==> src/rtl/rptr_empty_ctrl.sv <==
// Read-side pointer, empty/almost-empty flag and fill-level controller for the dual-clock FIFO.
// Define RPTR_UNDERFLOW_EN to add the sticky rerr underflow flag.
module rptr_empty_ctrl #(
  parameter int unsigned ADDRSIZE      = 6,
  parameter int unsigned AEMPTY_THRESH = 4
) (
  input  logic                rclk,
  input  logic                rrst,
  input  logic                rinc,
  input  logic [ADDRSIZE:0]   rq2_wptr,
  output logic [ADDRSIZE-1:0] raddr,
  output logic [ADDRSIZE:0]   rptr,
  output logic                rempty,
  output logic                raempty,
`ifdef RPTR_UNDERFLOW_EN
  output logic                rerr,
`endif
  output logic [ADDRSIZE:0]   rlevel
);

  localparam logic [ADDRSIZE:0] AEmptyThresh = AEMPTY_THRESH[ADDRSIZE:0];

  logic [ADDRSIZE:0] rbin_q, rbin_d;
  logic [ADDRSIZE:0] rptr_q, rgray_d;
  logic [ADDRSIZE:0] rlevel_q, level_d;
  logic [ADDRSIZE:0] wbin_s;
  logic              rempty_q, rempty_d;
  logic              raempty_q, raempty_d;
  logic              rd_ok;

  assign rd_ok   = rinc & ~rempty_q;
  assign rbin_d  = rbin_q + {{ADDRSIZE{1'b0}}, rd_ok};
  assign rgray_d = (rbin_d >> 1) ^ rbin_d;

  // Gray-to-binary: each binary bit is the XOR of all Gray bits at or above it.
  always_comb begin
    wbin_s = '0;
    for (int i = 0; i <= int'(ADDRSIZE); i++) begin
      wbin_s[i] = ^(rq2_wptr >> i);
    end
  end

  // Full-width compare keeps "same low bits, different MSB" as full rather than empty.
  assign rempty_d  = (rgray_d == rq2_wptr);
  assign level_d   = wbin_s - rbin_d;
  assign raempty_d = (level_d <= AEmptyThresh);

  always_ff @(posedge rclk) begin
    if (rrst) begin
      rbin_q    <= '0;
      rptr_q    <= '0;
      rlevel_q  <= '0;
      rempty_q  <= 1'b1;
      raempty_q <= 1'b1;
    end else begin
      rbin_q    <= rbin_d;
      rptr_q    <= rgray_d;
      rlevel_q  <= level_d;
      rempty_q  <= rempty_d;
      raempty_q <= raempty_d;
    end
  end

`ifdef RPTR_UNDERFLOW_EN
  logic rerr_q;

  always_ff @(posedge rclk) begin
    if (rrst) begin
      rerr_q <= 1'b0;
    end else if (rinc && rempty_q) begin
      rerr_q <= 1'b1;
    end
  end

  assign rerr = rerr_q;
`endif

  assign raddr   = rbin_q[ADDRSIZE-1:0];
  assign rptr    = rptr_q;
  assign rempty  = rempty_q;
  assign raempty = raempty_q;
  assign rlevel  = rlevel_q;

endmodule
==> config.mk <==
export PLATFORM = sky130hd
export DESIGN_NAME = rptr_empty_ctrl
export DESIGN_NICKNAME = d
export VERILOG_FILES = /design/src/rtl/rptr_empty_ctrl.sv
export SDC_FILE = /design/constraint.sdc
export NUM_CORES = 1
export LEC_CHECK = 0
export CORE_AREA = 4 4 75 77
export CTS_CLUSTER_SIZE = 30
export DETAILED_ROUTE_END_ITERATION = 8
export DIE_AREA = 0 0 79 81
export PLACE_DENSITY = 0.56
export SYNTH_ARGS = -nofsm -noshare
export SYNTH_HDL_FRONTEND = slang
export SYNTH_SLANG_ARGS = --single-unit
==> constraint.sdc <==
create_clock -name rclk -period 4.5 [get_ports rclk]
set_input_delay 0.9 -clock rclk [delete_from_list [all_inputs] [get_ports rclk]]
set_output_delay 0.9 -clock rclk [all_outputs]
set_load 0.005 [all_outputs]
==> metrics.yaml, run 1 <==
grt_pass1_vias: 921
hold_depth: 2
grt_max_degree: 25
finalNonFillerCells: 235
wirelength_um: 2530
cts_setup_buffers: 0
syn2layout_area_growth_pct: 40.4
rr_startpoint: "rempty"
yosysSeqAreaShare: 0.367
cts-htree-levels: 1
crit_path_end_kind: "register"
synth.net_count: 146
final_cell_area_um2: 1680
regToRegSetupSlack_ns: 1.50
start_kind: "primary input"
cts_buffers: 3
gp_congestion: 0.747
drt_first_pass_iters: 4
grt_pass1_wl_um: 4240
crit_path_end: "raempty"
rsz0062_at_grt: "no"
clockBufferDepth: 2
wl_per_cell_um: 10.8
postCtsHoldBufs: 0
portBuffers: 31
die_w_um: 79
dp_hpwl_um: 1950
hold_path_class: "register to register"
p_leak_nw: 0.644
synth_area_um2: 1200
cts-root-buf: "clkbuf_8"
clock_sinks: 22
max_cap_violations: 0
cts_resized: 0
drc_errors: 0
dpl_cell_area_um2: 1610
rr_worst_depth: 11
layout.nets: 183
crit_type: "primary input to register"
status: "finished clean"
track_usage: 0.0850
diodes: 0
ant_nets: 0
cts_tree: "yes"
fill_cells: 539
synthDistinctLibCells: 31
antenna_found_initial: 0
clk_pin_slew_worst_paths_ns: 0.08
min_period_ns: 4.23
synthArstFlopShare: 0
fp.dieH_um: 81
peakVddDrop_mv: 0.207
critPathRequiredTime_ns: 4.67
whs_ns: 0.671
fp.coreArea_um2: 5010
synth_edf_count: 0
clock_latency_ns: 0.26
max_slew.worst_pin.slew_ns: 0.851
setup_tns_ns: 0
cellPowerDensity_nw_per_um2: 347
drt_iter0_drc: 23
multi_input_area_um2: 732
fin_util: 0.336
startpoint: "rq2_wptr[4]"
placed_cells: 231
hold_viol_final: 0
viasPerCell: 3.93
grt_overflow: 0
post-route-period-util: 0.939
synth_area_per_cell_um2: 9.29
timing.rr.end: "raempty"
crit_arrival_ns: 4.40
fmax_mhz: 237
drv_slew: 0
setup_viol_count_final: 0
syn_inst: 129
layout-drive-gt1-share: 0.0848
start_util: 0.239
cp_max_fo: 4
num_vias: 924
io_pins: 32
die_area_um2: 6400
yosys_warnings: 0
slew_headroom: 0.431
fin_skew_ns: 0.00514
ys.flop_type: "dfxtp_1"
rows: 26
seq_area_um2: 440
ys_seq_elements: 22
where the power goes:
part / leakage, nW / switching (mW) / internal [mW]
Sequential: 0.180 / 0.00654 / 0.215
Clock: 0.0357 / 0.0635 / 0.119
Combinational: 0.428 / 0.0800 / 0.0995
through the flow:
step / worst slack (ns) / total power, mW
6_report: 0.275 / 0.583
3_3_place_gp: 0.0107 / 0.408
3_5_place_dp: 0.0111 / 0.406
2_1_floorplan: 0.745 / 0.335
5_1_grt: 0.00501 / 0.624
4_1_cts: 0.260 / 0.594
cell usage after synthesis, drive strengths merged (2+ instances only):
cell type   n  share of area
o21ai       4          0.017
nand2      10          0.031
nor2b       5          0.026
clkbuf      2         0.0063
nor2       21          0.066
xnor2      18           0.13
dfxtp      22           0.37
mux2i       2          0.017
xor2        9          0.072
nand3       4          0.017
inv         4          0.013
a21oi       4          0.017
ha          6          0.063
mux2        2          0.019
placed cells by master (no fill, tap or decap), types with 2 or more instances in the layout:
cell type	count
nand2_1	10
mux2i_1	2
xnor2_1	18
nand3_1	4
xor2_1	8
inv_1	4
buf_4	3
nor2_1	21
dfxtp_1	22
nor2b_1	5
o21ai_0	4
mux2_2	2
clkbuf_8	3
ha_1	6
a21oi_1	4
clkdlybuf4s50_1	31
per-layer routing:
layer  wire length, µm  GRT usage
met5                 0          0
met4                14     0.0155
met3               152     0.0344
met2              1140      0.131
met1              1230      0.113
area by class of cell:
class / instances / area share
sequential: 22 / 0.262
timing repair buffer: 34 / 0.198
clock inverter: 1 / 0.0178
clock buffer: 3 / 0.0245
inverter: 5 / 0.0112
multi-input combinational: 100 / 0.435
tap: 70 / 0.0520
worst min-delay path by stage:
| stage | slack [ns] | end | start |
|---|---|---|---|
| global placement | 0.63 | rbin_q[6] | rbin_q[6] |
| detailed placement | 0.65 | rbin_q[6] | rbin_q[6] |
| finish | 0.67 | rbin_q[6] | rbin_q[6] |
| floorplan | 0.61 | rbin_q[6] | rbin_q[6] |
| global route | 0.69 | rbin_q[6] | rbin_q[6] |
| CTS | 0.67 | rbin_q[6] | rbin_q[6] |
kinds of logic after synthesis:
group | count (synthesis) | synth area share
compound gates | 14 | 0.0720
xor+xnor | 29 | 0.243
fa+ha+maj | 8 | 0.0887
buf+inv | 7 | 0.0219
simple gates | 45 | 0.171
mux | 4 | 0.0355
flops | 22 | 0.367
state kept, by name, indices dropped and copies added, names as in the netlist:
register,flops
rbin_q,7
rempty,1
rptr,6
rlevel,7
raempty,1
critical path, stage by stage:
cell,delay (ns)
clkdlybuf4s50_1,0.48
xnor3_2,0.48
xor2_2,0.24
xnor2_1,0.19
xor2_1,0.34
xnor2_1,0.18
ha_1,0.19
inv_1,0.06
fa_1,0.40
a21oi_1,0.18
maj3_2,0.24
o21ai_0,0.10
mux2_2,0.30
nor4_2,0.14
No activity file was read; power rests on OpenSTA's default activity.
==> run 2, diff against run 1 <==
CORE_AREA = 4 4 64 66   (was 4 4 75 77)
DIE_AREA = 0 0 68 70   (was 0 0 79 81)
DONT_BUFFER_PORTS = 1   (was default)
PLACE_DENSITY = 0.58   (was 0.56)
==> metrics.yaml, run 2 (synthesis gave the netlist of run 1 again) <==
status: "finished clean"
portBuffers: 0  # -100%
dp_hpwl_um: 1840  # -5.5%
crit_type: "primary input to register"
cellPowerDensity_nw_per_um2: 384  # +11%
max_cap_violations: 0  # unchanged
cts-htree-levels: 1  # unchanged
p_leak_nw: 0.509  # -21%
fin_util: 0.364  # +0.0284
combPwrFrac: 0.251  # -0.057
rr_startpoint: "rempty"
layout_commonest_cell: "dfxtp_1"
setup_tns_ns: 0  # unchanged
grt_overflow: 0  # unchanged
min_from: "rrst"
regToRegSetupSlack_ns: 1.47  # -0.03 ns
wl_met1_um: 1070  # -13%
path_cells: "xnor3_2, xor2_2, xnor2_1, xor2_1, xnor2_1, ha_1, inv_1, fa_1, a21oi_1, maj3_2, o21ai_0, mux2_2, nor4_2"
swShare: 0.270  # +0.0124
critPathSlowestCell: "xnor3_2"
wl_met2_um: 1120  # -1.6%
start_util: 0.335  # +0.0957
clockBufferDepth: 2  # unchanged
crit_path_end_kind: "register"
peakVddDrop_mv: 0.320  # +54%
route.met3.wl_um: 159  # +4.6%
grt_pass1_vias: 829  # -10%
drt_first_pass_iters: 4  # unchanged
clk_pin_slew_worst_paths_ns: 0.13  # +0.05 ns
drt_iter0_drc: 43  # +87%
crit_arrival_ns: 3.92  # -0.48 ns
cp_max_fo: 4  # unchanged
cts_resized: 0  # unchanged
die_w_um: 68  # -14%
start_kind: "primary input"
worstHoldEndpoint: "rbin_q[1]"
slew_headroom: 0.640  # +0.209
clock_latency_ns: 0.31  # +0.05 ns
clock_sinks: 22  # unchanged
viasPerCell: 4.56  # +16%
fp.dieH_um: 70  # -14%
internal_power_mw: 0.366  # -16%
layout_common_cells: "dfxtp_1, nor2_1, xnor2_1"
maxUsedRoutingLayer: "met4"
wl_per_cell_um: 13.3  # +23%
ant_nets: 0  # unchanged
path_delay_family: "XOR/XNOR gates"
die_area_um2: 4760  # -26%
hold_depth: 1  # -1
fin_skew_ns: 0.0167  # +0.0116 ns
antenna_found_initial: 0  # unchanged
diodes: 0  # unchanged
cts-root-buf: "clkbuf_4"
placed_cells: 175  # -24%
critPathRequiredTime_ns: 4.72  # +0.05 ns
gp_congestion: 0.756  # +1.2%
hold_viol_final: 0  # unchanged
grt_max_degree: 25  # unchanged
post-route-period-util: 0.823  # -0.116
min_period_ns: 3.70  # -0.521 ns
fill_cells: 377  # -30%
max_slew.worst_pin.slew_ns: 0.537  # -0.314 ns
cts_buffers: 3  # unchanged
cts_tree: "yes"
num_vias: 816  # -12%
critPathBufInv: 1  # -1
fmax_mhz: 270  # +14%
setup_viol_count_final: 0  # unchanged
crit_top_cell: "xnor2_1"
finalNonFillerCells: 179  # -24%
power_switching_mw: 0.135  # -9.9%
layout.nets: 149  # -19%
timing.rr.end: "raempty"
cts_setup_buffers: 0  # unchanged
wirelength_um: 2370  # -6.3%
io_pins: 32  # unchanged
fp.coreArea_um2: 3580  # -29%
syn2layout_area_growth_pct: 8.77
power_frac_seq: 0.452  # +0.072
track_usage: 0.106  # +0.0207
drc_errors: 0  # unchanged
clkPwrFrac: 0.297  # -0.016
max_stage_delay_ns: 0.44  # -0.04 ns
grt_pass1_wl_um: 3910  # -7.8%
rr_worst_depth: 11  # unchanged
drv_slew: 0  # unchanged
layout-drive-gt1-share: 0.0840  # -0.000879
hold_path_class: "primary input to register"
rsz0062_at_grt: "no"
postCtsHoldBufs: 0  # unchanged
rows: 22  # -15%
## run 2: changes by cell type in the layout (fill, tap and decap cells not counted), sizes merged
cell           before  now
buf                 3    0
clkdlybuf4s50      31    0
## run 2: metrics by stage
stage	setup WS, ns	area [µm²]	total power, mW	hold slack, ns
6_report	0.796	1300	0.501	0.635
5_1_grt	0.595	1300	0.536	0.607
4_1_cts	0.782	1300	0.509	0.622
3_5_place_dp	0.490	1250	0.356	0.694
3_3_place_gp	0.580	1250	0.353	0.674
2_1_floorplan	0.745	1200	0.335	0.608
## run 2: worst max path at each step
stage / from / endpoint / slack [ns] / cells past startpoint
5_1_grt: rq2_wptr[4] / raempty / 0.60 / 13
2_1_floorplan: rq2_wptr[4] / raempty / 0.74 / 13
6_report: rq2_wptr[4] / raempty / 0.80 / 13
3_5_place_dp: rq2_wptr[4] / raempty / 0.49 / 13
4_1_cts: rq2_wptr[4] / raempty / 0.78 / 13
3_3_place_gp: rq2_wptr[4] / raempty / 0.58 / 13
## run 2: worst reg2reg max path: stages (launching register included)
cell and delay [ns]:
dfxtp_1 0.38, nor2b_1 0.06, ha_1 0.19, ha_1 0.23, xor2_1 0.26, clkinv_1 0.26, ha_1 0.40, o21ai_0 0.16
nand3_1 0.12, a211oi_1 0.25, mux2_2 0.38, nor4_2 0.25
## run 2: layout make-up
type / instances / area [µm²] / area share
inverters: 5 / 18.8 / 0.0144
clock buffers: 3 / 22.5 / 0.0173
flip-flops and latches: 22 / 440 / 0.338
multi-input cells: 100 / 732 / 0.561
well taps: 48 / 60.1 / 0.0461
clock inverters: 1 / 30.0 / 0.0230
## run 2: power groups by stage
stage	clock, mW	sequential, mW	combinational [mW]
6_report	0.149	0.227	0.126
5_1_grt	0.163	0.229	0.144
4_1_cts	0.155	0.227	0.127
3_5_place_dp	0	0.231	0.125
3_3_place_gp	0	0.232	0.121
2_1_floorplan	0	0.228	0.107
## run 2: metal layers
layer | GRT usage | up-vias
li1 | - | 428
met1 | 0.130 | 360
met2 | 0.165 | 24
met3 | 0.0547 | 4
met4 | 0.0177 | 0
met5 | 0 | -
==> run 3, diff against run 2 <==
PLACE_DENSITY = 0.59   (was 0.58)
clock period = 3.2 ns   (was 4.5 ns; I/O delays follow)
==> metrics.yaml, run 3 (synthesis gave the netlist of run 1 again) <==
max_cap_violations: 0  # unchanged
crit_arrival_ns: 3.33  # -0.59 ns
fp.dieH_um: 70  # unchanged
placed_cells: 188  # +7.4%
cts_setup_buffers: 0  # unchanged
fp.coreArea_um2: 3580  # unchanged
fmax_mhz: 322
diodes: 0  # unchanged
cts_buffers: 3  # unchanged
num_vias: 883  # +8.2%
io_pins: 32  # unchanged
layout_common_cells: "dfxtp_1, nor2_1, xnor2_1"
drc_errors: 0  # unchanged
peakVddDrop_mv: 0.186  # -42%
slew_headroom: 0.620  # -0.0198
crit_top_cell: "xnor2_2"
power.total_mw: 0.681  # +36%
antenna_found_initial: 0  # unchanged
drv_slew: 0  # unchanged
setup_viol_count_final: 0  # unchanged
post-route-period-util: 0.970
critPathSlowestCell: "xnor3_2"
crit_path_end_kind: "register"
fill_cells: 379  # +0.53%
clk_pin_slew_worst_paths_ns: 0.12  # about the same
cts_resized: 0  # unchanged
fin_skew_ns: 0.00215  # -0.0146 ns
fin_util: 0.391  # +0.0266
combPwrFrac: 0.351  # +0.100
dp_hpwl_um: 1970  # +7.3%
clock_latency_ns: 0.30  # about the same
path_delay_family: "XOR/XNOR gates"
cellPowerDensity_nw_per_um2: 487  # +27%
wl_per_cell_um: 12.7  # -4.2%
layout_commonest_cell: "dfxtp_1"
grt_overflow: 0  # unchanged
power_frac_seq: 0.467  # +0.015
status: "finished clean"
seq_area_um2: 440  # unchanged
layout.nets: 162  # +8.7%
syn2layout_area_growth_pct: 16.7
start_kind: "primary input"
rows: 22  # unchanged
power_switching_mw: 0.200  # +48%
hold_viol_final: 0  # unchanged
gp_congestion: 0.810  # +7.1%
portBuffers: 0  # unchanged
start_util: 0.335  # unchanged
min_period_ns: 3.10
die_w_um: 68  # unchanged
multi_input_area_um2: 759  # +3.8%
ant_nets: 0  # unchanged
crit_type: "primary input to register"
max_stage_delay_ns: 0.42  # -0.02 ns
critPathRequiredTime_ns: 3.42  # -1.30 ns
hold_path_class: "primary input to register"
cp_max_fo: 3  # -1
rsz0062_at_grt: "yes"
cts_tree: "yes"
drt_iter0_drc: 20  # -53%
max_slew.worst_pin.slew_ns: 0.566  # +0.0295 ns
grt_pass1_vias: 855  # +3.1%
layout-drive-gt1-share: 0.203  # +0.119
die_area_um2: 4760  # unchanged
clock_sinks: 22  # unchanged
drt_first_pass_iters: 3  # -1
swShare: 0.294  # +0.0240
path_cells: "xnor3_2, xor2_2, xnor2_2, xor2_1, buf_4, xnor2_2, ha_2, inv_1, fa_2, a21oi_1, maj3_2, o21ai_2, mux2_2, nor4_2"
internal_power_mw: 0.481  # +31%
viasPerCell: 4.62  # +1.4%
clkPwrFrac: 0.182  # -0.115
wirelength_um: 2430  # +2.2%
track_usage: 0.107  # +0.00128
cts-htree-levels: 1  # unchanged
critPathBufInv: 2  # +1
postCtsHoldBufs: 0  # unchanged
finalNonFillerCells: 191  # +6.7%
grt_max_degree: 25  # unchanged
grt_pass1_wl_um: 3950  # +1.2%
cts-root-buf: "clkbuf_4"
p_leak_nw: 0.568  # +12%
clockBufferDepth: 2  # unchanged
run 3: cell types whose count changed in the layout (fill, tap and decap cells not counted), moves of 2 or more:
cell	delta
buf_4	+13
o21ai_0	-2
o21ai_2	+2
xnor2_1	-2
xnor2_2	+2
run 3: routing by layer:
metal,vias up,GRT usage,routed length [µm]
li1,456,-,-
met3,2,0.0418,194
met5,-,0,0
met1,405,0.134,1080
met4,0,0.0419,8
met2,20,0.162,1140
run 3: power by group through the flow:
| stage | registers, mW | clock network, mW | logic (mW) |
|---|---|---|---|
| finish | 0.318 | 0.124 | 0.239 |
| global route | 0.322 | 0.144 | 0.269 |
| CTS | 0.320 | 0.130 | 0.230 |
| detailed placement | 0.325 | 0 | 0.226 |
| global placement | 0.326 | 0 | 0.225 |
| floorplan | 0.320 | 0 | 0.154 |
run 3: worst register-to-register path, cell delays in order (launching register included):
cell	delay [ns]
dfxtp_1	0.37
nor2b_1	0.06
ha_1	0.19
ha_1	0.23
xor2_1	0.23
clkinv_1	0.13
ha_1	0.36
o21ai_2	0.10
nand3_1	0.09
a211oi_1	0.24
mux2_2	0.39
nor4_2	0.25
run 3: cell type report:
type	instances	share of cell area
clock buffers	3	0.0161
repair buffers	13	0.0698
well taps	48	0.0429
inverters	5	0.0134
multi-input cells	100	0.543
flip-flops and latches	22	0.315
run 3: path summary, 6_finish.rpt:
path | from | endpoint | slack [ns] | cells past startpoint
worst max-delay path | rq2_wptr[5] | raempty | 0.1 | 14
worst min-delay path | rrst | rlevel[1] | 0.39 | 1
worst max register to register | rempty | raempty | 0.48 | 11
worst min register to register | rbin_q[6] | rbin_q[6] | 0.69 | 2
run 3: through the flow:
stage                     hold WS [ns]  instance area (µm²)  setup TNS, ns  setup WS [ns]
final                            0.386                 1400              0         0.0963
after global routing             0.354                 1400        -0.0221        -0.0221
after CTS                        0.380                 1380              0         0.0313
after detailed placement         0.675                 1350         -0.590         -0.271
after global placement           0.667                 1350         -0.510         -0.237
after floorplan                  0.608                 1200         -0.419         -0.245
